### src/rtl/multicycle_control_unit.sv
// Multi-cycle RV32I control FSM: sequences fetch, decode, execute, memory and writeback
// over one shared memory port. Control lines decode combinationally from state, IR, status and mem_ready.
module multicycle_control_unit #(
    parameter int ALU_OP_W    = 4,
    parameter int MEM_TIMEOUT = 15
) (
    input  logic                clk,
    input  logic                reset,
    input  logic [31:0]         inst,
    input  logic [3:0]          status,
    input  logic                mem_ready,
    output logic                IRWrite,
    output logic                PCWrite,
    output logic [1:0]          PCSrc,
    output logic                RegWrite,
    output logic                ALUSrc,
    output logic                read,
    output logic                write,
    output logic [1:0]          MemtoReg,
    output logic [ALU_OP_W-1:0] ALU_operation,
    output logic [2:0]          immselect,
    output logic                retire,
    output logic                illegal,
    output logic                fault
);

    typedef enum logic [2:0] {
        FETCH  = 3'd0,
        DECODE = 3'd1,
        EXEC   = 3'd2,
        MEM    = 3'd3,
        WB     = 3'd4,
        TRAP   = 3'd5
    } state_t;

    localparam logic [6:0] OP_R     = 7'b0110011;
    localparam logic [6:0] OP_I     = 7'b0010011;
    localparam logic [6:0] OP_LD    = 7'b0000011;
    localparam logic [6:0] OP_ST    = 7'b0100011;
    localparam logic [6:0] OP_BR    = 7'b1100011;
    localparam logic [6:0] OP_JAL   = 7'b1101111;
    localparam logic [6:0] OP_JALR  = 7'b1100111;
    localparam logic [6:0] OP_LUI   = 7'b0110111;
    localparam logic [6:0] OP_AUIPC = 7'b0010111;

    localparam logic [7:0] TMO = 8'(MEM_TIMEOUT);

    state_t      state_q;
    logic [31:0] ir_q;
    logic [7:0]  cnt_q;
    logic        illegal_q;
    logic        fault_q;

    logic [6:0] opcode;
    logic [2:0] funct3;
    logic       is_r, is_i, is_ld, is_st, is_br, is_jal, is_jalr, is_lui, is_auipc;
    logic       opc_legal;
    logic       br_f3_bad;
    logic       br_taken;
    logic       wait_expired;
    logic [3:0] alu_op;
    logic       unused_ir;

    assign opcode   = ir_q[6:0];
    assign funct3   = ir_q[14:12];
    assign unused_ir = ^{ir_q[31], ir_q[29:15], ir_q[11:7]};

    assign is_r     = (opcode == OP_R);
    assign is_i     = (opcode == OP_I);
    assign is_ld    = (opcode == OP_LD);
    assign is_st    = (opcode == OP_ST);
    assign is_br    = (opcode == OP_BR);
    assign is_jal   = (opcode == OP_JAL);
    assign is_jalr  = (opcode == OP_JALR);
    assign is_lui   = (opcode == OP_LUI);
    assign is_auipc = (opcode == OP_AUIPC);

    assign opc_legal = is_r | is_i | is_ld | is_st | is_br | is_jal | is_jalr | is_lui | is_auipc;
    assign br_f3_bad = is_br && (funct3[2:1] == 2'b01);

    // status: [0]=Z, [1]=N, [2]=LTU, [3]=V
    always_comb begin
        br_taken = 1'b0;
        case (funct3)
            3'b000:  br_taken = status[0];
            3'b001:  br_taken = !status[0];
            3'b100:  br_taken = status[1] ^ status[3];
            3'b101:  br_taken = !(status[1] ^ status[3]);
            3'b110:  br_taken = status[2];
            3'b111:  br_taken = !status[2];
            default: br_taken = 1'b0;
        endcase
    end

    // A ready on the expiring cycle wins, so the caller always checks mem_ready first.
    assign wait_expired = (cnt_q + 8'd1) >= TMO;

    always_ff @(posedge clk) begin
        if (reset) begin
            state_q   <= FETCH;
            ir_q      <= '0;
            cnt_q     <= '0;
            illegal_q <= 1'b0;
            fault_q   <= 1'b0;
        end else begin
            case (state_q)
                FETCH: begin
                    if (mem_ready) begin
                        ir_q    <= inst;
                        cnt_q   <= '0;
                        state_q <= DECODE;
                    end else if (wait_expired) begin
                        fault_q <= 1'b1;
                        state_q <= TRAP;
                    end else begin
                        cnt_q <= cnt_q + 8'd1;
                    end
                end
                DECODE: begin
                    if (!opc_legal || br_f3_bad) begin
                        illegal_q <= 1'b1;
                        state_q   <= TRAP;
                    end else begin
                        state_q <= EXEC;
                    end
                end
                EXEC: begin
                    cnt_q <= '0;
                    if (is_br)
                        state_q <= FETCH;
                    else if (is_ld || is_st)
                        state_q <= MEM;
                    else
                        state_q <= WB;
                end
                MEM: begin
                    if (mem_ready) begin
                        cnt_q   <= '0;
                        state_q <= is_ld ? WB : FETCH;
                    end else if (wait_expired) begin
                        fault_q <= 1'b1;
                        state_q <= TRAP;
                    end else begin
                        cnt_q <= cnt_q + 8'd1;
                    end
                end
                WB: begin
                    cnt_q   <= '0;
                    state_q <= FETCH;
                end
                default: state_q <= TRAP;
            endcase
        end
    end

    assign ALU_operation = ALU_OP_W'(alu_op);

    // Everything is forced low while reset is held so an aborted instruction cannot write.
    always_comb begin
        IRWrite   = 1'b0;
        PCWrite   = 1'b0;
        PCSrc     = 2'b00;
        RegWrite  = 1'b0;
        ALUSrc    = 1'b0;
        read      = 1'b0;
        write     = 1'b0;
        MemtoReg  = 2'b00;
        alu_op    = 4'b0000;
        immselect = 3'b000;
        retire    = 1'b0;
        illegal   = 1'b0;
        fault     = 1'b0;
        if (!reset) begin
            illegal = illegal_q;
            fault   = fault_q;
            case (state_q)
                FETCH: begin
                    read    = 1'b1;
                    IRWrite = mem_ready;
                    PCWrite = mem_ready;
                end
                EXEC: begin
                    case (opcode)
                        OP_R: alu_op = {ir_q[30], funct3};
                        OP_I: begin
                            ALUSrc = 1'b1;
                            alu_op = {ir_q[30] && (funct3 == 3'b101), funct3};
                        end
                        OP_LD: ALUSrc = 1'b1;
                        OP_ST: begin
                            ALUSrc    = 1'b1;
                            immselect = 3'b001;
                        end
                        OP_BR: begin
                            alu_op    = 4'b1000;
                            immselect = 3'b010;
                            retire    = 1'b1;
                            if (br_taken) begin
                                PCWrite = 1'b1;
                                PCSrc   = 2'b01;
                            end
                        end
                        OP_JAL: begin
                            immselect = 3'b100;
                            PCWrite   = 1'b1;
                            PCSrc     = 2'b01;
                        end
                        OP_JALR: begin
                            ALUSrc  = 1'b1;
                            PCWrite = 1'b1;
                            PCSrc   = 2'b10;
                        end
                        OP_LUI: begin
                            alu_op    = 4'b1111;
                            immselect = 3'b011;
                        end
                        OP_AUIPC: immselect = 3'b011;
                        default: ;
                    endcase
                end
                MEM: begin
                    ALUSrc    = 1'b1;
                    immselect = is_st ? 3'b001 : 3'b000;
                    read      = is_ld;
                    write     = is_st;
                    retire    = is_st && mem_ready;
                end
                WB: begin
                    RegWrite = 1'b1;
                    retire   = 1'b1;
                    if (is_ld)
                        MemtoReg = 2'b01;
                    else if (is_jal || is_jalr)
                        MemtoReg = 2'b10;
                end
                default: ;
            endcase
        end
    end

endmodule

### config.mk
export PLATFORM = sky130hd
export DESIGN_NAME = multicycle_control_unit
export DESIGN_NICKNAME = d
export VERILOG_FILES = /design/src/rtl/multicycle_control_unit.sv
export SDC_FILE = /design/constraint.sdc
export NUM_CORES = 1
export LEC_CHECK = 0
export CAP_MARGIN = 20
export CORE_MARGIN = 5
export CORE_UTILIZATION = 60
export DETAILED_ROUTE_END_ITERATION = 10
export DONT_BUFFER_PORTS = 1
export PLACE_DENSITY = 0.83
export SYNTH_ARGS = -nofsm -noshare
export SYNTH_HDL_FRONTEND = slang
export SYNTH_SLANG_ARGS = --single-unit
export TNS_END_PERCENT = 10
### constraint.sdc
create_clock -name clk -period 5.81 [get_ports clk]
set_input_delay 1.162 -clock clk [delete_from_list [all_inputs] [get_ports clk]]
set_output_delay 1.162 -clock clk [all_outputs]
set_load 0.03 [all_outputs]
==> key figures, run 1 <==
STA
  • Tmin final: ~4.1 ns
  • Final setup fails: 0
  • Slew Viols, Final: 0
  • Fmax: about 250 MHz
  • Final hold violation count: 0
  • Unrepaired setup endpoints after global routing: false
  • Tcrit/Tclk final: between 60% and 70%
  • Tightest Pin Transition: approximately 1 ns
  • Worst Skew: 0.0107 ns
  • Slew HR: 34.7%
  • Fin Setup TNS: 0 ns

Worst setup path
  • Delay-heaviest family, CP: simple AND/OR/NAND/NOR gates
  • CP arrival: a little under 3 ns
  • Crit path max fanout: 25
  • Worst Reg-to-Reg Cells: 7
  • Slowest stage delay, CP: between 0.6 and 0.7 ns
  • Critical Path Sink Type: output port
  • Buf/Inv on CP: 0
  • Reg2Reg Setup Slack: between 3 and 4 ns
  • WP depth: 4
  • Crit path launch: reset
  • Worst-path cell chain: or2_2 > nor3b_1 > nand3_1 > a21oi_1
  • R2r startpoint: cnt_q[1]
  • Crit path launch type: input port
  • RR Endpoint: cnt_q[0]
  • Critical path endpoint: ALU_operation[1]
  • Slowest CP cell: nor3b_1
  • WS Path Type: input port to output port
  • Required time of the critical path: around 4.7 ns

Floorplanning
  • Core ar.: ~0.0025 sq mm
  • Die height: between 60 and 70 microns
  • Core Rows: 18
  • Starting Density: 63.5%
  • Die width: between 60 and 70 microns
  • Boundary pin count: between 50 and 60
  • Die area: ~0.0038 sq mm

Cells and area
  • N_diodes: 0
  • Multi-input gate area: around 0.0011 sq mm
  • Fin cells: about 250
  • Area Overhead vs Synth: 3.67%
  • Share of cells above drive strength 1: under 10%
  • Leading cell type in the layout, fill and taps excluded: nand2_1
  • Fillers: about 230
  • Nets: 259
  • Register area: between 400 and 500 sq um
  • Most frequent cells in the layout: 40 x nand2_1, 24 x a21oi_1, 24 x dfxtp_1, 19 x nor2_1, 10 x nor2b_1

Clocking
  • CTS Buf Count: 3
  • Clk_lat worst skew: roughly 0.31 ns
  • CTS H-Tree Depth: 1
  • Post-CTS Hold Buffers: 0
  • Root buf cell: clkbuf_4
  • Post-CTS setup buffers: 0
  • Resize count post-CTS: 0
  • CTS tree: done
  • Clk sinks: 24
  • Clock transition at path regs: around 0.14 ns
  • Clk buf depth: 2

Worst hold path
  • Worst hold-check path type: flop to flop

Global route
  • Initial antenna violation count: 0
  • Total GRT Usage: ~23%
  • First-pass GRT wire length: just under 7 mm
  • Total global routing overflow: 0
  • Largest net degree at the start of global routing: 26
  • Vias in the first global route: 1,498

Synthesis
  • Register area share after synthesis: 30.0%
  • Net Count, Synth: 266
  • Synth area leader: dfxtp_1
  • Cell Area, Synth: between 0.0015 and 0.002 sq mm
  • Unique masters post-synth: 47
  • Synth Flop Type: dfxtp_1
  • Total number of yosys warnings: 0
  • FFs w/ async S/R, synth: 0%
  • Yosys top cell area share: between 20 and 30%
  • Post-synth EDFFs: 0
  • Yosys reg bits: 24
  • Syn Area/Cell: 7.12 sq um
  • Post-Syn Instances: 225
  • Synth area leaders: dfxtp_1 30%, nand2_1 9.4%, a21oi_1 7.5%

Route
  • Pre-Repair DR Iteration Count: 4
  • Drt total wl: around 4 mm
  • Initial detailed-routing violation count: between 150 and 200
  • Average wire per standard cell: approximately 16 microns
  • Vias per cell: ~6.4
  • Detail Route Antenna Nets: 0
  • Via count: 1,592
  • Residual DRC count: 0

Place
  • GP Congestion: around 0.86
  • DP Wirelength: 2.93 mm
  • IO Port Bufs: 0
  • Cells after DPL: roughly 240

Run status
  • Outcome: completed

Power
  • P_leak: 0.000571 uW
  • Pwr dens: 219 mW/mm^2
  • VDD IR max: 161 uV
  • Pwr Total: roughly 360 uW

Flow run
  • Maxcap violations: 0
-- how the worst min path moves through the flow --
stage / end / startpoint / slack [ns] / cells after the start
after floorplan: illegal_q / illegal_q / 0.43 / 2
after global placement: illegal_q / illegal_q / 0.44 / 2
after detailed placement: fault_q / fault_q / 0.45 / 1
after CTS: ir_q[30] / ir_q[30] / 0.49 / 2
after global routing: ir_q[1] / ir_q[1] / 0.52 / 2
final: ir_q[30] / ir_q[30] / 0.49 / 2
-- report_power, final --
part	switching (uW)	internal (uW)
clock network	51.6	69.7
registers	18.1	173
logic	30.3	20.6
-- flip-flops by register name, summed over array words and instances (netlist names) --
name / flops
fault_q: 1
ir_q: 11
state_q: 3
illegal_q: 1
cnt_q: 8
-- layout make-up --
type	count	area share [%]
multi-input combinational	184	64.1
sequential	24	28.9
tap	30	2.26
clock inverter	1	1.81
clock buffer	3	1.36
timing repair buffer	2	0.904
inverter	3	0.678
-- stage by stage --
stage / util (%) / hold WS, ns / instance area [sq um] / worst slack [ns]
2_1_floorplan: - / 0.429 / 1600 / 2.13
3_3_place_gp: 63.8 / 0.444 / 1610 / 1.87
3_5_place_dp: 63.8 / 0.449 / 1610 / 1.76
4_1_cts: 65.9 / 0.488 / 1660 / 1.77
5_1_grt: 65.9 / 0.521 / 1660 / 1.69
6_report: 65.9 / 0.485 / 1660 / 1.76
-- cell usage after synthesis, types with 3 or more instances --
library cell	instances
nand2_1	40
a21oi_1	24
dfxtp_1	24
nor2_1	19
clkbuf_1	12
nor2b_1	10
nand2b_1	8
nor3_1	8
o21ai_0	8
a31oi_1	6
o21a_1	6
xnor2_1	6
and2_1	5
inv_1	3
nand3_1	3
nand4_1	3
nor4_1	3
-- metal layers --
| layer | up-vias | share of wire (%) | global-route usage [%] |
|---|---|---|---|
| met5 | - | 0 | 0 |
| met4 | 0 | 1.0 | 4.55 |
| met3 | 4 | 7.4 | 4.61 |
| met2 | 57 | 49 | 39.5 |
| met1 | 750 | 42 | 30.1 |
| li1 | 781 | - | - |
-- cells by family after synthesis --
| group | share of synthesized area [%] |
|---|---|
| and+or+nand+nor | 36.5 |
| AOI/OAI and AO/OA | 24.1 |
| DFF | 30.0 |
| buffers and inverters | 3.98 |
| xor gates and xnor gates | 3.83 |
| adders and majority gates | 1.56 |
-- worst min-delay path, cell delays in order, from the launching register on --
cell	delay (ns)
dfxtp_1	0.35
nand2_1	0.06
a21oi_1	0.05
No activity file was read; power rests on OpenSTA's default activity.
==> inputs of run 2 (changes only) <==
- CORE_UTILIZATION: 60 -> 56
- PLACE_DENSITY: 0.83 -> 0.81
- clock period: 5.81 -> 3.7 ns (I/O delays scaled with it)
==> key figures, run 2 (same netlist as run 1, synthesis figures left out) <==
Route
  • Drt total wl: roughly 3.8 mm
  • Detail Route Antenna Nets: 0
  • Average wire per standard cell: ~15 microns
  • Residual DRC count: 0
  • Via count: 1,539
  • Initial detailed-routing violation count: roughly 240
  • Vias per cell: 6.06
  • Pre-Repair DR Iteration Count: 4

Flow run
  • Maxcap violations: 0

Global route
  • First-pass GRT wire length: around 6.4 mm
  • Largest net degree at the start of global routing: 26
  • Total global routing overflow: 0
  • Vias in the first global route: about 1,400
  • Initial antenna violation count: 0
  • Total GRT Usage: between 10% and 20%

STA
  • Final setup fails: 0
  • Tcrit/Tclk final: approximately 77%
  • Tmin final: roughly 2.9 ns
  • Final hold violation count: 0
  • Fin Setup TNS: 0 ns
  • Unrepaired setup endpoints after global routing: false
  • Slew HR: 53.5%
  • Worst Skew: 0.00100 ns
  • Tightest Pin Transition: around 0.7 ns
  • Fmax: 350 MHz
  • Slew Viols, Final: 0

Cells and area
  • Largest regs: ir_q: 11 flops, cnt_q: 8 flops, state_q: 3 flops
  • Biggest register: ir_q
  • Leading cell type in the layout, fill and taps excluded: nand2_1
  • Max reg flops: 11
  • Fillers: 270
  • Fin cells: ~250
  • Nets: around 270
  • N_diodes: 0
  • Share of cells above drive strength 1: 8.97%
  • Area Overhead vs Synth: 5.54%
  • Final instance area: 0.00169 sq mm
  • Final Util: 61.3%
  • Most frequent cells in the layout: 40 x nand2_1, 24 x a21oi_1, 24 x dfxtp_1, 19 x nor2_1, 10 x nor2b_1

Clocking
  • Clk sinks: 24
  • Post-CTS Hold Buffers: 0
  • CTS H-Tree Depth: 1
  • Clock transition at path regs: roughly 0.12 ns
  • Post-CTS setup buffers: 0
  • CTS Buf Count: 3
  • CTS tree: done
  • Resize count post-CTS: 0
  • Clk_lat worst skew: between 0.3 and 0.4 ns
  • Root buf cell: clkbuf_4
  • Clk buf depth: 2

Worst hold path
  • Worst hold-check path type: flop to flop
  • Worst hold path depth: 2

Place
  • DP Wirelength: approximately 2.7 mm
  • Cells after DPL: 250
  • IO Port Bufs: 0
  • Placed cell areas: ~0.0017 sq mm
  • GP Congestion: ~0.86

Floorplanning
  • Starting Density: between 50% and 60%
  • Boundary pin count: 59
  • Die height: about 64 microns
  • Die area: 0.00403 sq mm
  • Die width: 63.5 microns
  • Core ar.: 0.00276 sq mm
  • Core Rows: 19

Run status
  • Outcome: completed

Worst setup path
  • Critical Path Sink Type: output port
  • Worst-path cell chain: nand2_1 > o21ai_0 > nand4_1 > a21oi_1
  • WP depth: 4
  • Slowest CP cell: dfxtp_1
  • Delay-heaviest family, CP: compound AO/OA/AOI/OAI gates
  • Crit path max fanout: 19
  • Slowest stage delay, CP: about 0.74 ns
  • WS Path Type: flop to output port
  • CP arrival: about 2.1 ns
  • Required time of the critical path: ~3.0 ns
  • Worst Reg-to-Reg Cells: 7
  • Crit path launch type: flop
  • Buf/Inv on CP: 0

Power
  • Pwr dens: between 300 and 400 mW/mm^2
  • VDD IR max: around 230 uV
  • P_leak: about 0.0006 uW
  • Pwr Total: a little over 500 uW
[run 2: changes by cell type in the layout (fill, tap and decap cells not counted)]
cell,change
buf_4,+6
bufinv_16,-1
clkbuf_8,+1
[run 2: stage by stage]
stage,hold slack (ns),setup WS (ns)
floorplan,0.429,0.865
global placement,0.442,0.998
detailed placement,0.455,0.990
CTS,0.471,0.868
global route,0.463,0.681
finish,0.474,0.846
[run 2: area by class of cell]
type,count,area (sq um),share of cell area [%]
Multi-Input combinational cell,184,1060,62.9
Sequential cell,24,480,28.4
Timing Repair Buffer,8,60.1,3.55
Tap cell,31,38.8,2.29
Clock buffer,4,36.3,2.14
Inverter,3,11.3,0.666
[run 2: where the power goes]
| group | leakage, uW | total, uW | switching [uW] | internal, uW |
|---|---|---|---|---|
| combinational | 0.000380 | 81.7 | 47.7 | 34.0 |
| clock | 0.0000210 | 135 | 74.4 | 60.2 |
| sequential | 0.000196 | 300 | 27.5 | 272 |
[run 2: path summary, 6_finish.rpt]
path         startpoint  slack [ns]       end
max reg2reg    cnt_q[1]        1.48  cnt_q[0]
min reg2reg     ir_q[0]        0.47   ir_q[0]
min             ir_q[0]        0.47   ir_q[0]
max          state_q[0]        0.85    retire
[run 2: tightest hold or removal path: stages (launching register included)]
cell,delay (ns)
dfxtp_1,0.34
nand2_1,0.05
a21oi_1,0.05
[run 2: routing by layer]
layer | track usage (%) | wire length [microns] | vias to the layer above | share of wire, %
met4 | 5.97 | 39 | 0 | 1.0
met2 | 29.1 | 1780 | 44 | 47
met1 | 26.6 | 1710 | 699 | 45
met5 | 0 | 0 | - | 0
li1 | - | - | 792 | -
met3 | 3.55 | 257 | 4 | 6.8
==> inputs of run 3 (changes only) <==
- clock period: 3.7 -> 2.4 ns (I/O delays scaled with it)
==> key figures, run 3 (same netlist as run 1, synthesis figures left out) <==
Cells and area
  • Share of cells above drive strength 1: between 10% and 20%
  • N_diodes: 0
  • Fillers: 234
  • Area Overhead vs Synth: 14.0%
  • Final instance area: around 0.0018 sq mm
  • Nets: ~280
  • Biggest register: ir_q
  • Most frequent cells in the layout: 40 x nand2_1, 23 x a21oi_1, 21 x buf_4, 20 x dfxtp_1, 19 x nor2_1
  • Max reg flops: 11
  • Largest regs: ir_q: 11 flops, cnt_q: 8 flops, state_q: 3 flops
  • Leading cell type in the layout, fill and taps excluded: nand2_1

Worst setup path
  • Crit path launch type: flop
  • Crit path max fanout: 7
  • Critical Path Sink Type: output port
  • Required time of the critical path: 1.92 ns
  • Crit path launch: ir_q[13]
  • RR Endpoint: cnt_q[1]
  • CP arrival: ~1.9 ns
  • Worst Reg-to-Reg Cells: 7
  • WS Path Type: flop to output port
  • Reg2Reg Setup Slack: around 0.25 ns
  • R2r startpoint: cnt_q[1]

STA
  • Tmin final: between 2 and 2.5 ns
  • Worst Skew: 0.00959 ns
  • Fmax: roughly 430 MHz
  • Final hold violation count: 0
  • Unrepaired setup endpoints after global routing: true
  • Tcrit/Tclk final: between 90% and 100%
  • Tightest Pin Transition: between 0.5 and 0.6 ns
  • Slew HR: about three fifths
  • Min Hold Slack: between 0.2 and 0.25 ns
  • Final setup fails: 0
  • Slew Viols, Final: 0

Clocking
  • Clk sinks: 24
  • CTS H-Tree Depth: 1
  • Post-CTS setup buffers: 0
  • Clk_lat worst skew: approximately 0.32 ns
  • Root buf cell: clkbuf_4
  • Resize count post-CTS: 0
  • Clock transition at path regs: 0.13 ns
  • CTS tree: done
  • Post-CTS Hold Buffers: 0
  • Clk buf depth: 2
  • CTS Buf Count: 3

Global route
  • Total GRT Usage: between 10% and 20%
  • Total global routing overflow: 0
  • First-pass GRT wire length: approximately 6.7 mm
  • Largest net degree at the start of global routing: 26
  • Initial antenna violation count: 0
  • Vias in the first global route: around 1,500

Floorplanning
  • Core Rows: 19
  • Core ar.: 0.00276 sq mm
  • Die width: 63.5 microns
  • Die height: 63.5 microns
  • Die area: 0.00403 sq mm
  • Starting Density: 58.1%
  • Boundary pin count: 59

Place
  • Placed cell areas: 0.00175 sq mm
  • DP Wirelength: 2.91 mm
  • IO Port Bufs: 0
  • GP Congestion: between 0.8 and 0.9

Run status
  • Outcome: completed

Power
  • Pwr dens: a little under 500 mW/mm^2
  • VDD IR max: roughly 500 uV
  • P_leak: a little under 0.0007 uW
  • Pwr Total: between 800 and 900 uW

Route
  • Detail Route Antenna Nets: 0
  • Average wire per standard cell: roughly 15 microns
  • Via count: around 1,700
  • Initial detailed-routing violation count: about 140
  • Drt total wl: 3.90 mm
  • Pre-Repair DR Iteration Count: 4
  • Residual DRC count: 0
  • Vias per cell: a little over 6

Worst hold path
  • Worst hold path depth: 1
  • Worst hold-check path type: input port to flop
  • Hold Crit Start: reset
  • Worst Hold Path EP: ir_q[13]

Flow run
  • Maxcap violations: 0
run 3: worst max-delay path by stage:
stage	end	slack (ns)	cells past startpoint
floorplan	ALU_operation[0]	0.04	5
global placement	PCWrite	0.22	6
detailed placement	PCWrite	0.20	6
CTS	PCSrc[0]	0.002	4
global route	PCWrite	-0.05	5
finish	PCWrite	0.05	5
run 3: cell type report:
type	instances	area [sq um]	area share, %
multi-input combinational	184	1080	59.2
sequential	24	485	26.6
timing repair buffer	21	158	8.63
tap	31	38.8	2.12
clock inverter	1	30.0	1.64
clock buffer	3	22.5	1.23
inverter	3	11.3	0.616
run 3: where the power goes:
part	leakage (uW)	switching [uW]	internal (uW)
logic	0.000451	83.5	61.7
clock network	0.0000279	122	169
registers	0.000197	35.9	421
run 3: through the flow:
stage                     setup slack [ns]  TNS [ns]  util (%)  instances
after floorplan                     0.0367         0         -        225
after global placement               0.220         0      63.6        263
after detailed placement             0.199         0      63.6        263
after CTS                          0.00240         0      65.5        267
after global routing               -0.0503   -0.0546      66.2        267
final                               0.0489         0      66.2        267
run 3: critical path, cell delays in order, from the launching register on:
cell and delay [ns]:
dfxtp_2 0.38, o21ai_0 0.21, xor2_1 0.16, a21oi_1 0.09, nor3_1 0.31, o31a_1 0.40
run 3: metal layers:
metal  global-route usage [%]  vias to the layer above  part of all wire [%]
li1                         -                      827                     -
met1                     26.4                      759                    45
met2                     31.2                       61                    48
met3                     3.73                        6                   5.6
met4                     7.53                        0                   1.7
met5                        0                        -                     0
==> RTL change: new RTL, config.mk and constraints of run 2 <==
Register the output `fault`; this adds one clock of latency there. The other outputs are not delayed to match.
--- a/src/rtl/multicycle_control_unit.sv
+++ b/src/rtl/multicycle_control_unit.sv
@@ -47,2 +47,4 @@
 
+    logic fault_d;
+
     state_t      state_q;
@@ -171,6 +173,6 @@
         illegal   = 1'b0;
-        fault     = 1'b0;
+        fault_d   = 1'b0;
         if (!reset) begin
             illegal = illegal_q;
-            fault   = fault_q;
+            fault_d = fault_q;
             case (state_q)
@@ -240,2 +242,6 @@
 
+    always_ff @(posedge clk) begin
+        fault <= fault_d;
+    end
+
 endmodule
Check against the original RTL: same outputs for any inputs over 10 cycles, from zero or initial values and one cycle with reset high; that may be too few to reach the edited logic, so the function may still have changed.
==> RTL change against run 2 <==
- register-to-register slack lost 0.24 ns
- sequential cell count up 1
- final area increased by 1.5%
- wire length down 1.1%
- first-iteration DRC count is 53% lower
- setup slack got worse by 0.45 ns
- largest cell class unchanged
- synthesized area grew 4.6%
- utilization decreased by 0.15 points
- final cell count decreased by 2.8%
- critical path type unchanged
- synthesized cell count down 1.3%
Power is not compared: it rests on default switching activity, and its combinational part moved more than twofold at a synthesized area within 25%.
==> RTL change: results (changes against run 2) <==
place:
  placed_cells: 243  # -2.8%
  gp_congestion: 0.839  # -2.7%
  placed_area_mm2: 0.00169  # +2.1%
  dp_hpwl_um: 2770  # +2.3%
yosys:
  synth.avg_cell_area_um2: 7.55  # +6.0%
  ys_seq_area_share_pct: 29.9  # -0.13 points
  ys_types: 50  # +6.4%
  synth_nets: 263  # -1.1%
  synthTopCellsByCount: "nand2_1 (32), dfxtp_1 (25), a21oi_1 (23)"
  ys.flop_type: "dfxtp_1"
  netlist_top_cells_area: "dfxtp_1 (30%), nand2_1 (7.2%), a21oi_1 (6.9%)"
setup_path:
  startpoint: "ir_q[5]"
  cp-endpoint: "PCSrc[0]"
  worstPathMaxFanout: 10  # -9
  reg2reg_from: "cnt_q[0]"
  worstPathArrival_ns: 2.56  # +0.45 ns
  cp_top_family: "simple AND/OR/NAND/NOR gates"
  r2r-end: "cnt_q[1]"
  r2r_slack_ns: 1.24  # -0.24 ns
  slowest_delay_ns: 0.59  # -0.15 ns
  crit_slowest_cell: "or4b_1"
global_route:
  grt_use_met3_pct: 4.32  # +0.77 points
  antenna_found_initial: 0  # unchanged
  grt_max_degree: 31  # +19%
  met2_usage_pct: 29.0  # -0.070 points
  grt_pass1_vias: 1378  # +1.6%
  grt.total_usage_pct: 18.4  # -0.54 points
  grt_pass1_wl_um: 6250  # -2.5%
  grt_use_met1_pct: 23.8  # -2.8 points
routing:
  route.met2.wl_um: 1750  # -1.5%
  wl_met3_um: 223  # -13%
  wl_met1_um: 1700  # -0.70%
  via_per_inst: 6.37  # +5.2%
  detail_route.wl_per_cell_um: 15.2  # +1.7%
  drt_iter0_drc: 111  # -53%
clock_network:
  htree_levels: 1  # unchanged
timing:
  slew_headroom_pct: 38.9  # -15 points
  skew_ns: 0.00305  # +0.00205 ns
run_status:
  status: "finished, final reports clean"
layout:
  drive_gt1_share_pct: 8.33  # -0.64 points
  design.final.nets: 258  # -2.6%
  fin_cells: 247  # -2.8%
-- RTL change: changes by cell type in the layout (fill, tap and decap cells not counted), sizes merged, moves of 4 or more --
| cell | delta |
|---|---|
| nand3 | +5 |
| and2 | -6 |
| nor2b | -4 |
| nor3b | +4 |
| o21a | -4 |
| inv | +5 |
| nand2 | -7 |
| buf | -4 |
-- RTL change: cells by family after synthesis --
kind of cell | count (synthesis) | share of synthesized area (%)
AOI/OAI and AO/OA | 58 | 25.8
xor gates and xnor gates | 5 | 2.61
adders and majority gates | 2 | 1.49
buffers and inverters | 22 | 4.93
DFF | 25 | 29.9
muxes | 1 | 0.895
and+or+nand+nor | 109 | 34.4
-- RTL change: through the flow --
| stage | util [%] | setup WS, ns |
|---|---|---|
| final | 61.2 | 0.400 |
| after global routing | 61.2 | 0.277 |
| after CTS | 61.2 | 0.400 |
| after detailed placement | 60.3 | 0.767 |
| after global placement | 60.1 | 0.769 |
| after floorplan | - | 0.588 |
-- RTL change: report_power, final --
group	switching, mW	internal (mW)	total [mW]
Combinational	0.164	0.106	0.270
Sequential	0.0859	0.309	0.394
Clock	0.0789	0.0422	0.121
Total	0.329	0.457	0.786
-- RTL change: final cells by class --
| class | count | area, um2 |
|---|---|---|
| multi-input cells | 175 | 1090 |
| fillers | 261 | 1090 |
| flip-flops and latches | 25 | 500 |
| well taps | 31 | 38.8 |
| inverters | 8 | 30.0 |
| repair buffers | 4 | 27.5 |
| clock buffers | 4 | 26.3 |
-- RTL change: how the worst min path moves through the flow --
stage,startpoint,to,slack (ns),cells after the start
2_1_floorplan,fault_q,fault_q,0.43,2
3_3_place_gp,fault_q,fault_q,0.44,2
3_5_place_dp,fault_q,fault_q,0.45,2
4_1_cts,reset,ir_q[14],0.46,1
5_1_grt,reset,fault_q,0.44,1
6_report,fault_q,fault,0.47,1
